[src/rtl/alu_muldiv_mc_pkg.sv]
// Shared definitions for the multi-cycle multiply/divide unit: operation
// encodings, FSM states and a small decode helper.
package alu_muldiv_mc_pkg;

    typedef enum logic [1:0] {
        MDU_MULT  = 2'd0,
        MDU_MULTU = 2'd1,
        MDU_DIV   = 2'd2,
        MDU_DIVU  = 2'd3
    } mdu_op_t;

    typedef enum logic [1:0] {
        ST_IDLE = 2'd0,
        ST_MUL  = 2'd1,
        ST_DIV  = 2'd2,
        ST_FIX  = 2'd3
    } mdu_state_t;

    function automatic logic is_signed_op(input mdu_op_t op_i);
        return (op_i == MDU_MULT) || (op_i == MDU_DIV);
    endfunction

endpackage

[src/rtl/alu_muldiv_mc_div_radix2_core.sv]
// Unsigned radix-2 restoring divider: one quotient bit per clock, WIDTH
// iterations after load. finish marks the clock edge doing the last iteration.
module div_radix2_core #(
    parameter int WIDTH = 32
) (
    input  logic             clk,
    input  logic             srst,
    input  logic             load,
    input  logic [WIDTH-1:0] dividend,
    input  logic [WIDTH-1:0] divisor,
    output logic [WIDTH-1:0] quot,
    output logic [WIDTH-1:0] rem,
    output logic             finish
);

    localparam int CNT_W = (WIDTH > 1) ? $clog2(WIDTH) : 1;

    logic [WIDTH-1:0] r_rem;
    logic [WIDTH-1:0] r_quot;
    logic [WIDTH-1:0] r_div;
    logic [CNT_W-1:0] r_cnt;
    logic             r_run;

    logic [WIDTH:0]   w_shift;
    logic [WIDTH:0]   w_diff;
    logic             w_ge;

    // Partial remainder always stays below the divisor, so one extra bit suffices.
    assign w_shift = {r_rem, r_quot[WIDTH-1]};
    assign w_diff  = w_shift - {1'b0, r_div};
    assign w_ge    = ~w_diff[WIDTH];
    assign finish  = r_run && (r_cnt == CNT_W'(WIDTH - 1));
    assign quot    = r_quot;
    assign rem     = r_rem;

    always_ff @(posedge clk) begin
        if (srst) begin
            r_rem  <= '0;
            r_quot <= '0;
            r_div  <= '0;
            r_cnt  <= '0;
            r_run  <= 1'b0;
        end else if (load) begin
            r_rem  <= '0;
            r_quot <= dividend;
            r_div  <= divisor;
            r_cnt  <= '0;
            r_run  <= 1'b1;
        end else if (r_run) begin
            r_rem  <= w_ge ? w_diff[WIDTH-1:0] : w_shift[WIDTH-1:0];
            r_quot <= {r_quot[WIDTH-2:0], w_ge};
            r_cnt  <= r_cnt + 1'b1;
            if (finish) begin
                r_run <= 1'b0;
            end
        end
    end

endmodule

[src/rtl/alu_muldiv_mc.sv]
// Multi-cycle MULT/MULTU/DIV/DIVU unit writing HI/LO. Pipelined multiplier,
// iterative unsigned divider with sign restoration in a final FIX cycle.
module alu_muldiv_mc
    import alu_muldiv_mc_pkg::*;
#(
    parameter int WIDTH       = 32,
    parameter int MUL_LATENCY = 2
) (
    input  logic             clk,
    input  logic             rst,
    input  logic             flush,
    input  logic             start,
    input  logic [1:0]       op,
    input  logic [WIDTH-1:0] a,
    input  logic [WIDTH-1:0] b,
    output logic             busy,
    output logic             done,
    output logic [WIDTH-1:0] hi,
    output logic [WIDTH-1:0] lo
);

    localparam int CNT_W = $clog2(MUL_LATENCY + 1);

    mdu_state_t       r_state;
    mdu_state_t       w_state_next;
    mdu_op_t          r_op;
    mdu_op_t          w_op_in;
    logic [WIDTH-1:0] r_a;
    logic [WIDTH-1:0] r_b;
    logic             r_dz;
    logic [CNT_W-1:0] r_cnt;
    logic             r_done;
    logic [WIDTH-1:0] r_hi;
    logic [WIDTH-1:0] r_lo;

    logic             w_accept;
    logic             w_mul_fire;
    logic             w_fix_fire;
    logic             w_div_load;
    logic             w_div_finish;
    logic [WIDTH-1:0] w_dvd_mag;
    logic [WIDTH-1:0] w_dvs_mag;
    logic [WIDTH-1:0] w_quot;
    logic [WIDTH-1:0] w_rem;
    logic [WIDTH-1:0] w_fix_hi;
    logic [WIDTH-1:0] w_fix_lo;
    logic             w_neg_q;
    logic             w_neg_r;

    assign w_op_in = mdu_op_t'(op);

    // ---------------- FSM ----------------
    always_ff @(posedge clk) begin
        if (rst) begin
            r_state <= ST_IDLE;
        end else begin
            r_state <= w_state_next;
        end
    end

    always_comb begin
        w_state_next = r_state;
        w_accept     = 1'b0;
        w_mul_fire   = 1'b0;
        w_fix_fire   = 1'b0;
        case (r_state)
            ST_IDLE: begin
                if (start) begin
                    w_accept = 1'b1;
                    if (!op[1]) begin
                        w_state_next = ST_MUL;
                    end else if (b == '0) begin
                        w_state_next = ST_FIX;
                    end else begin
                        w_state_next = ST_DIV;
                    end
                end
            end
            ST_MUL: begin
                if (r_cnt == CNT_W'(MUL_LATENCY - 1)) begin
                    w_mul_fire   = 1'b1;
                    w_state_next = ST_IDLE;
                end
            end
            ST_DIV: begin
                if (w_div_finish) begin
                    w_state_next = ST_FIX;
                end
            end
            ST_FIX: begin
                w_fix_fire   = 1'b1;
                w_state_next = ST_IDLE;
            end
            default: w_state_next = ST_IDLE;
        endcase
        // Flush overrides everything, including a start in the same cycle.
        if (flush) begin
            w_state_next = ST_IDLE;
            w_accept     = 1'b0;
            w_mul_fire   = 1'b0;
            w_fix_fire   = 1'b0;
        end
    end

    // ---------------- multiplier ----------------
    // Operands sign/zero-extended to 2W bits; the low 2W product bits equal
    // the (W+1)x(W+1) signed product, which covers both MULT and MULTU.
    logic [2*WIDTH-1:0] w_a_sx;
    logic [2*WIDTH-1:0] w_b_sx;
    logic [2*WIDTH-1:0] w_prod;
    logic [2*WIDTH-1:0] w_mul_out;

    assign w_a_sx = {{WIDTH{is_signed_op(r_op) & r_a[WIDTH-1]}}, r_a};
    assign w_b_sx = {{WIDTH{is_signed_op(r_op) & r_b[WIDTH-1]}}, r_b};
    assign w_prod = w_a_sx * w_b_sx;

    generate
        if (MUL_LATENCY == 1) begin : g_mul_nopipe
            assign w_mul_out = w_prod;
        end else begin : g_mul_pipe
            logic [2*WIDTH-1:0] r_pipe [MUL_LATENCY-1];
            always_ff @(posedge clk) begin
                r_pipe[0] <= w_prod;
                for (int i = 1; i < MUL_LATENCY - 1; i++) begin
                    r_pipe[i] <= r_pipe[i-1];
                end
            end
            assign w_mul_out = r_pipe[MUL_LATENCY-2];
        end
    endgenerate

    // ---------------- divider ----------------
    assign w_div_load = w_accept && op[1] && (b != '0);
    assign w_dvd_mag  = ((w_op_in == MDU_DIV) && a[WIDTH-1]) ? (~a + 1'b1) : a;
    assign w_dvs_mag  = ((w_op_in == MDU_DIV) && b[WIDTH-1]) ? (~b + 1'b1) : b;

    div_radix2_core #(
        .WIDTH (WIDTH)
    ) u_div (
        .clk      (clk),
        .srst     (rst),
        .load     (w_div_load),
        .dividend (w_dvd_mag),
        .divisor  (w_dvs_mag),
        .quot     (w_quot),
        .rem      (w_rem),
        .finish   (w_div_finish)
    );

    // Quotient negative when signs differ; remainder follows the dividend.
    assign w_neg_q  = is_signed_op(r_op) && (r_a[WIDTH-1] ^ r_b[WIDTH-1]);
    assign w_neg_r  = is_signed_op(r_op) && r_a[WIDTH-1];
    assign w_fix_lo = r_dz ? '1  : (w_neg_q ? (~w_quot + 1'b1) : w_quot);
    assign w_fix_hi = r_dz ? r_a : (w_neg_r ? (~w_rem + 1'b1) : w_rem);

    // ---------------- datapath registers ----------------
    always_ff @(posedge clk) begin
        if (rst) begin
            r_op   <= MDU_MULT;
            r_a    <= '0;
            r_b    <= '0;
            r_dz   <= 1'b0;
            r_cnt  <= '0;
            r_done <= 1'b0;
            r_hi   <= '0;
            r_lo   <= '0;
        end else begin
            r_done <= w_mul_fire | w_fix_fire;
            if (w_accept) begin
                r_op  <= w_op_in;
                r_a   <= a;
                r_b   <= b;
                r_dz  <= (b == '0);
                r_cnt <= '0;
            end else if (r_state == ST_MUL) begin
                r_cnt <= r_cnt + 1'b1;
            end
            if (w_mul_fire) begin
                r_hi <= w_mul_out[2*WIDTH-1:WIDTH];
                r_lo <= w_mul_out[WIDTH-1:0];
            end else if (w_fix_fire) begin
                r_hi <= w_fix_hi;
                r_lo <= w_fix_lo;
            end
        end
    end

    assign busy = (r_state != ST_IDLE);
    assign done = r_done;
    assign hi   = r_hi;
    assign lo   = r_lo;

endmodule

[config.mk]
export PLATFORM = sky130hd
export DESIGN_NAME = alu_muldiv_mc
export DESIGN_NICKNAME = d
export VERILOG_FILES = /design/src/rtl/alu_muldiv_mc_pkg.sv /design/src/rtl/alu_muldiv_mc_div_radix2_core.sv /design/src/rtl/alu_muldiv_mc.sv
export SDC_FILE = /design/constraint.sdc
export NUM_CORES = 2
export LEC_CHECK = 0
export BUFFER_PORTS_ARGS = -buffer_cell sky130_fd_sc_hd__buf_2
export CAP_MARGIN = 20
export CORE_ASPECT_RATIO = 1.5
export CORE_MARGIN = 2
export CORE_UTILIZATION = 25
export CTS_CLUSTER_SIZE = 28
export DETAILED_ROUTE_END_ITERATION = 16
export GPL_TIMING_DRIVEN = 1
export RECOVER_POWER = 100
export SLEW_MARGIN = 20
export SYNTH_ARGS = -nofsm -noshare
export SYNTH_HDL_FRONTEND = slang
export SYNTH_SLANG_ARGS = --single-unit
[constraint.sdc]
create_clock -name clk -period 8.5 [get_ports clk]
set_input_delay 0.85 -clock clk [delete_from_list [all_inputs] [get_ports clk]]
set_output_delay 0.85 -clock clk [all_outputs]
set_load 0.1 [all_outputs]
# --- Word-level counts from Yosys, hierarchy flattened ---
# Memory sizes are Yosys's and may differ from the RTL's.
# Cells that the tools add are included.
op_classes:
  addsub: 7
  multipliers: 1
  eq_ne: 10
  mux: 30
  bitwise_logic: 9
  n_reduce_logical: 19
ops:
  columns: ["cell", "count"]
  rows:
  - ["2-to-1 mux 32 bit", 13]
  - ["adder 32 x 1 -> 32 bit (second input constant)", 4]
  - ["NOT 32 bit", 4]
  - ["multiplier 33 x 33 -> 64 bit", 1]
  - ["subtractor 33 x 32 -> 33 bit", 1]
  - ["logical NOT 32 bit", 1]
  - ["nonzero test 32 bit", 1]
  - ["2-to-1 mux 1 bit", 12]
  - ["== test 2 bit (second input constant)", 4]
  - ["2-to-1 mux 2 bit", 4]
  - ["case mux 2 bit (4 select lines)", 1]
  - ["logical AND 1 bit", 7]
  - ["nonzero test 2 bit", 3]
  - ["OR reduction 2 bit", 3]
  - ["adder 5 x 1 -> 5 bit (second input constant)", 1]
  - ["== test 5 bit (second input constant)", 1]
  - ["== test 2 x 1 -> 1 bit (second input constant)", 2]
  - ["logical NOT 2 bit", 2]
  - ["inequality test 2 bit (second input constant)", 2]
  - ["AND reduction 3 bit", 1]
  - ["adder 2 x 1 -> 2 bit (second input constant)", 1]
  - ["bitwise AND 1 bit", 2]
  - ["inequality test 2 x 1 -> 1 bit (second input constant)", 1]
  - ["logical OR 1 bit", 1]
  - ["3 further kinds", 3]
totals:
  ff_bits: 238
  ram_bits: 64
  in_bits: 70
  out_inout_bits: 66
  wordCells: 91
  memories: 1
memory_table:
  columns: ["name", "words", "width", "rd", "rd_clocked_by_memory_dff", "write_ports", "line_no", "text"]
  rows:
  - ["g_mul_pipe.r_pipe", 1, 64, 1, 0, 1, "alu_muldiv_mc.sv:121", "logic [2*WIDTH-1:0] r_pipe [MUL_LATENCY-1];"]

# --- Depth between registers and ports, before layout ---
logic_depth:
  ltp_word: 7
  depth_mapped: 31
  ltp_nobuf: 28

# --- Modules after synthesis ---
# Synthesis repeated with hierarchy kept, for this count alone.
unflattened:
  cells_unflattened: 6094
  area_unflattened_um2: 53577.6
modules_own_cells:
  columns: ["mod", "instances", "cells_per_inst", "area_each_um2", "seq_area_each_um2"]
  rows:
  - ["alu_muldiv_mc", 1, 5331, 47360.4, 3983.8]
  - ["div_radix2_core", 1, 763, 6217.2, 2042.0]

# --- Worst setup path after synthesis ---
# Ideal clock, no wire load.
synth_path:
  path_kind: "reg2reg"
  from: "reg r_a[31]"
  to: "mem g_mul_pipe.r_pipe[0][62] in the netlist's numbering"
  setup_ns: 0.120
  arrival_ns: 8.323
  t_required_ns: 8.380
  setup_slack_ns: 0.056
  stages_incl_launch_ff: 28
  n_path_buf: 3
  synth_period_minus_slack_ns: 8.444
  cell_sequence: "dfxtp_1 > clkbuf_1 > nor2b_1 > clkbuf_1 > buf_1 > nand2_1 > inv_1 > fa_1 > fa_1 > fa_1 > inv_1 > fa_1 > inv_1 > fa_1 > fa_1 > inv_1 > fa_1 > fa_1 > inv_1 > ha_1 > nand2_1 > a2111oi_0 > o21ai_0 > a41oi_1 > a31oi_1 > o21ai_0 > a21boi_0 > xnor2_1"
synth_between:
  elab_chain_cells: 2
synth_lines:
  columns: ["element", "line_no", "text"]
  rows:
  - ["start, declared", "alu_muldiv_mc.sv:28", "logic [WIDTH-1:0] r_a;"]
  - ["start signal, assigned", "alu_muldiv_mc.sv:160", "r_a <= '0;"]
  - ["start signal, assigned", "alu_muldiv_mc.sv:171", "r_a <= a;"]
  - ["bitwise AND 1 bit", "alu_muldiv_mc.sv:113", "assign w_a_sx = {{WIDTH{is_signed_op(r_op) & r_a[WIDTH-1]}}, r_a};"]
  - ["multiplier 33 x 33 -> 64 bit *", "alu_muldiv_mc.sv:115", "assign w_prod = w_a_sx * w_b_sx;"]
  - ["via w_prod[62]", "alu_muldiv_mc.sv:110", "logic [2*WIDTH-1:0] w_prod;"]
  - ["end, declared", "alu_muldiv_mc.sv:121", null]
# Mark *: on every way through the listed nets, which the timed path passes. The rest lies on a longest branch.

# --- Final worst setup path ---
layout_path:
  from: "reg r_b[5]"
  to: "mem g_mul_pipe.r_pipe[0][63] in the netlist's numbering"
layout_between:
  elab_chain_cells: 1
layout_lines:
  columns: ["element", "line_no", "text"]
  rows:
  - ["start, declared", "alu_muldiv_mc.sv:29", "logic [WIDTH-1:0] r_b;"]
  - ["start signal, assigned", "alu_muldiv_mc.sv:161", "r_b <= '0;"]
  - ["start signal, assigned", "alu_muldiv_mc.sv:172", "r_b <= b;"]
  - ["multiplier 33 x 33 -> 64 bit", "alu_muldiv_mc.sv:115", null]
  - ["via w_prod[63]", "alu_muldiv_mc.sv:110", null]
# The timed path passes the listed nets, and every way through them passes these cells.

==> impl_metrics.ini <==
[placement]
io_buffers = 135
place_area_um2 = 57030
globalplace.congestion = 0.9660
dpl.hpwl_um = 139100
dp.cells = 8658
dp_slack_ns = -0.07670

[clock_network]
clock_sinks = 301
cts_buffers = 30
tritoncts = built
h-tree-depth = 1
cts.clk_slew.worst_paths_ns = 0.07
cts_root_buffer = clkbuf_16
clock_latency_ns = 0.63
clockBufferDepth = 3
cts_hold_buf = 0

[final_layout]
area_growth_syn_to_layout_pct = 10.77
num-fill-cells = 22250
fin_util_pct = 27.90
drive_gt1_share_pct = 6.097
postLayoutCellArea_um2 = 58110
final_cell_count_no_fill = 8717
multi_input_area_um2 = 40790
regArea_um2 = 6051
final_nets = 7347

[setup_path]
start_kind = register
required_ns = 8.96
regToRegSetupSlack_ns = 0.25
rr_worst_depth = 27
r2r-end = g_mul_pipe.r_pipe[0][63]
crit_path_end_kind = register
cp_max_fo = 18
critical_path_class = register to register
cp_data_arrival_time_ns = 8.71
r2r_start = r_b[5]

[timing]
rsz0062_at_grt = no
setup_tns_ns = 0
finalSetupViolCount = 0
fin_ws_ns = 0.2495
worstMarginPinSlew_ns = 5.336
max_freq_ghz = 0.1212
relSlewSlack_pct = -255.8
fin_crit_ns = 8.251
finalCritPeriodShare_pct = 97.06
slew_violations = 195
finalClockSkew_ns = 0.04213
hold_violations = 0

[routing]
via_per_inst = 4.705
vias = 41020
drtIter0Drc = 2935
wl_um = 173400
drc = 0
routedWlPerCell_um = 19.89
ant_nets = 0
first_pass_iters = 6

[die]
initial_utilization_pct = 25.19
dieArea_um2 = 213600
rows = 205
die_h_um = 565.0
core_area_um2 = 208300
io_pins = 136
fp.dieW_um = 378.0

[yosys]
yosys_warnings = 0
avgSynthCellArea_um2 = 8.869
synth_area_leader_cell = fa_1
syn_area_um2 = 52460
synth_edf_count = 0
syn_nets = 7363
async_flop_share_pct = 0
synthCells = 5915
synthTopCellsByArea = fa_1, dfxtp_1, inv_1, nand2_1, ha_1
ys_types = 70
synth_top_area_share_pct = 42.97
synth_seq_area_share_pct = 11.49
ys_ff_latch = 301
yosys_most_used_dff = dfxtp_1

[pwr]
ir_drop_v = 0.0001680
p_leak_uw = 0.02653
power_density_nw_per_um2 = 89.76

[global_route]
antenna_found_initial = 3
grt_pass1_vias = 44830
grt_usage_pct = 16.21
grt_max_degree = 104
grt_overflow = 0
grt_pass1_wl_um = 265400

[worst_hold_path]
hold_path_end = lo[21]
hold_path_depth = 2
hp-start = lo[21]
worstHoldPathType = register to register

[job]
drv_cap = 3

[status]
status = finished, violations left
violations = max-capacitance violations, max-slew violations
-- registers in the layout, summed over array words and instances (netlist names) --
name	count
r_b	32
r_state	2
r_cnt	2
hi	32
u_div.rem	32
r_dz	1
u_div.r_div	32
done	1
u_div.quot	32
g_mul_pipe.r_pipe	64
r_a	32
lo	32
u_div.r_cnt	5
r_op	1
u_div.r_run	1
-- per-stage QoR --
stage,hold WS [ns],power [uW]
CTS,0.4510,5221
global placement,0.4370,3678
floorplan,0.4319,2978
global route,0.4703,5481
finish,0.4512,5216
detailed placement,0.4418,3696
-- cell usage after synthesis, drive strengths merged (33+ instances only) --
cell type and count:
a21oi 253, o21ai 109, xor2 96, and2 367, clkbuf 342, ha 252
mux2i 56, nor2 224, o221ai 64, a21o 51, dfxtp 301, fa 1126
a211oi 74, nand3 33, xnor2 130, inv 1154, nand2 969, nor3 39
-- repair_timing --
action	4_1_cts	5_1_grt
hold endpoints to repair	0	0
pin swaps	0	1
gates cloned	0	0
setup buffers	0	3
resized for setup	2	32
endpoints found under the setup margin	3	13
-- cell type report --
cell class	instances	share of cell area [%]
inverters	1154	7.461
repair buffers	312	4.037
multi-input cells	4100	70.19
well taps	2794	6.016
clock inverters	17	0.4823
diodes	2	0.008613
flip-flops and latches	301	10.41
clock buffers	37	1.389
-- cell families (layout without fill, tap and decap cells) --
group / after synthesis / count (layout) / synth area share, %
muxes: 75 / 75 / 1.476
AOI/OAI and AO/OA: 671 / 671 / 8.117
xor gates and xnor gates: 226 / 226 / 3.773
buffers and inverters: 1514 / 1520 / 10.93
adders and majority gates: 1378 / 1378 / 48.98
DFF: 301 / 301 / 11.49
other: 0 / 2 / 0
and+or+nand+nor: 1750 / 1750 / 15.23
-- routing by layer --
layer / GRT usage [%] / up-vias / share of wire, %
met2: 30.00 / 1549 / 52
met1: 17.84 / 21150 / 36
met5: 0 / - / 0.017
li1: - / 17830 / -
met3: 2.123 / 479 / 5.9
met4: 8.665 / 4 / 6.2
-- power breakdown --
group	switching, uW	internal [uW]	leakage, uW
Clock	660	864	0.000520
Sequential	134	1540	0.00246
Combinational	1260	763	0.0236
Total	2050	3170	0.0265
-- worst max-delay path: stages, from the launching register on --
cell and delay (ns):
dfxtp_1 0.36, buf_12 0.19, buf_4 0.32, nand2_1 0.11
fa_1 0.48, fa_1 0.53, inv_1 0.07, fa_1 0.50
inv_1 0.07, fa_1 0.47, fa_1 0.54, fa_1 0.51
fa_1 0.49, inv_1 0.05, fa_1 0.44, ha_1 0.32
and4_1 0.29, and3_1 0.19, o211ai_1 0.21, a31oi_2 0.45
a31oi_1 0.17, buf_4 0.20, o41ai_2 0.20, buf_4 0.22
a21oi_1 0.12, o31ai_1 0.31, a21oi_1 0.13, xnor2_1 0.13
-- how the worst max path moves through the flow --
stage          slack [ns]    start                       end
2_1_floorplan        0.06  r_a[31]  g_mul_pipe.r_pipe[0][62]
3_3_place_gp        -0.04  r_a[13]  g_mul_pipe.r_pipe[0][35]
3_5_place_dp        -0.08  r_a[13]  g_mul_pipe.r_pipe[0][35]
4_1_cts              0.02  r_a[10]  g_mul_pipe.r_pipe[0][62]
5_1_grt              0.01   r_b[1]  g_mul_pipe.r_pipe[0][48]
6_report             0.25   r_b[5]  g_mul_pipe.r_pipe[0][63]
-- layout by cell type, fill, tap and decap left out, types with 68 or more instances in the layout --
master    synthesis  routed
a21oi_1         253     251
xnor2_1         130     129
clkbuf_1        342      84
xor2_1           96      96
ha_1            252     252
buf_2             7      68
a211oi_1         74      74
dfxtp_1         301     285
nor2_1          224     223
inv_1          1154    1151
and2_1          367     365
buf_4             3     123
nand2_1         969     968
fa_1           1126    1126
o21ai_0         104     106
Note: power is estimated with default switching activity, not from simulation.
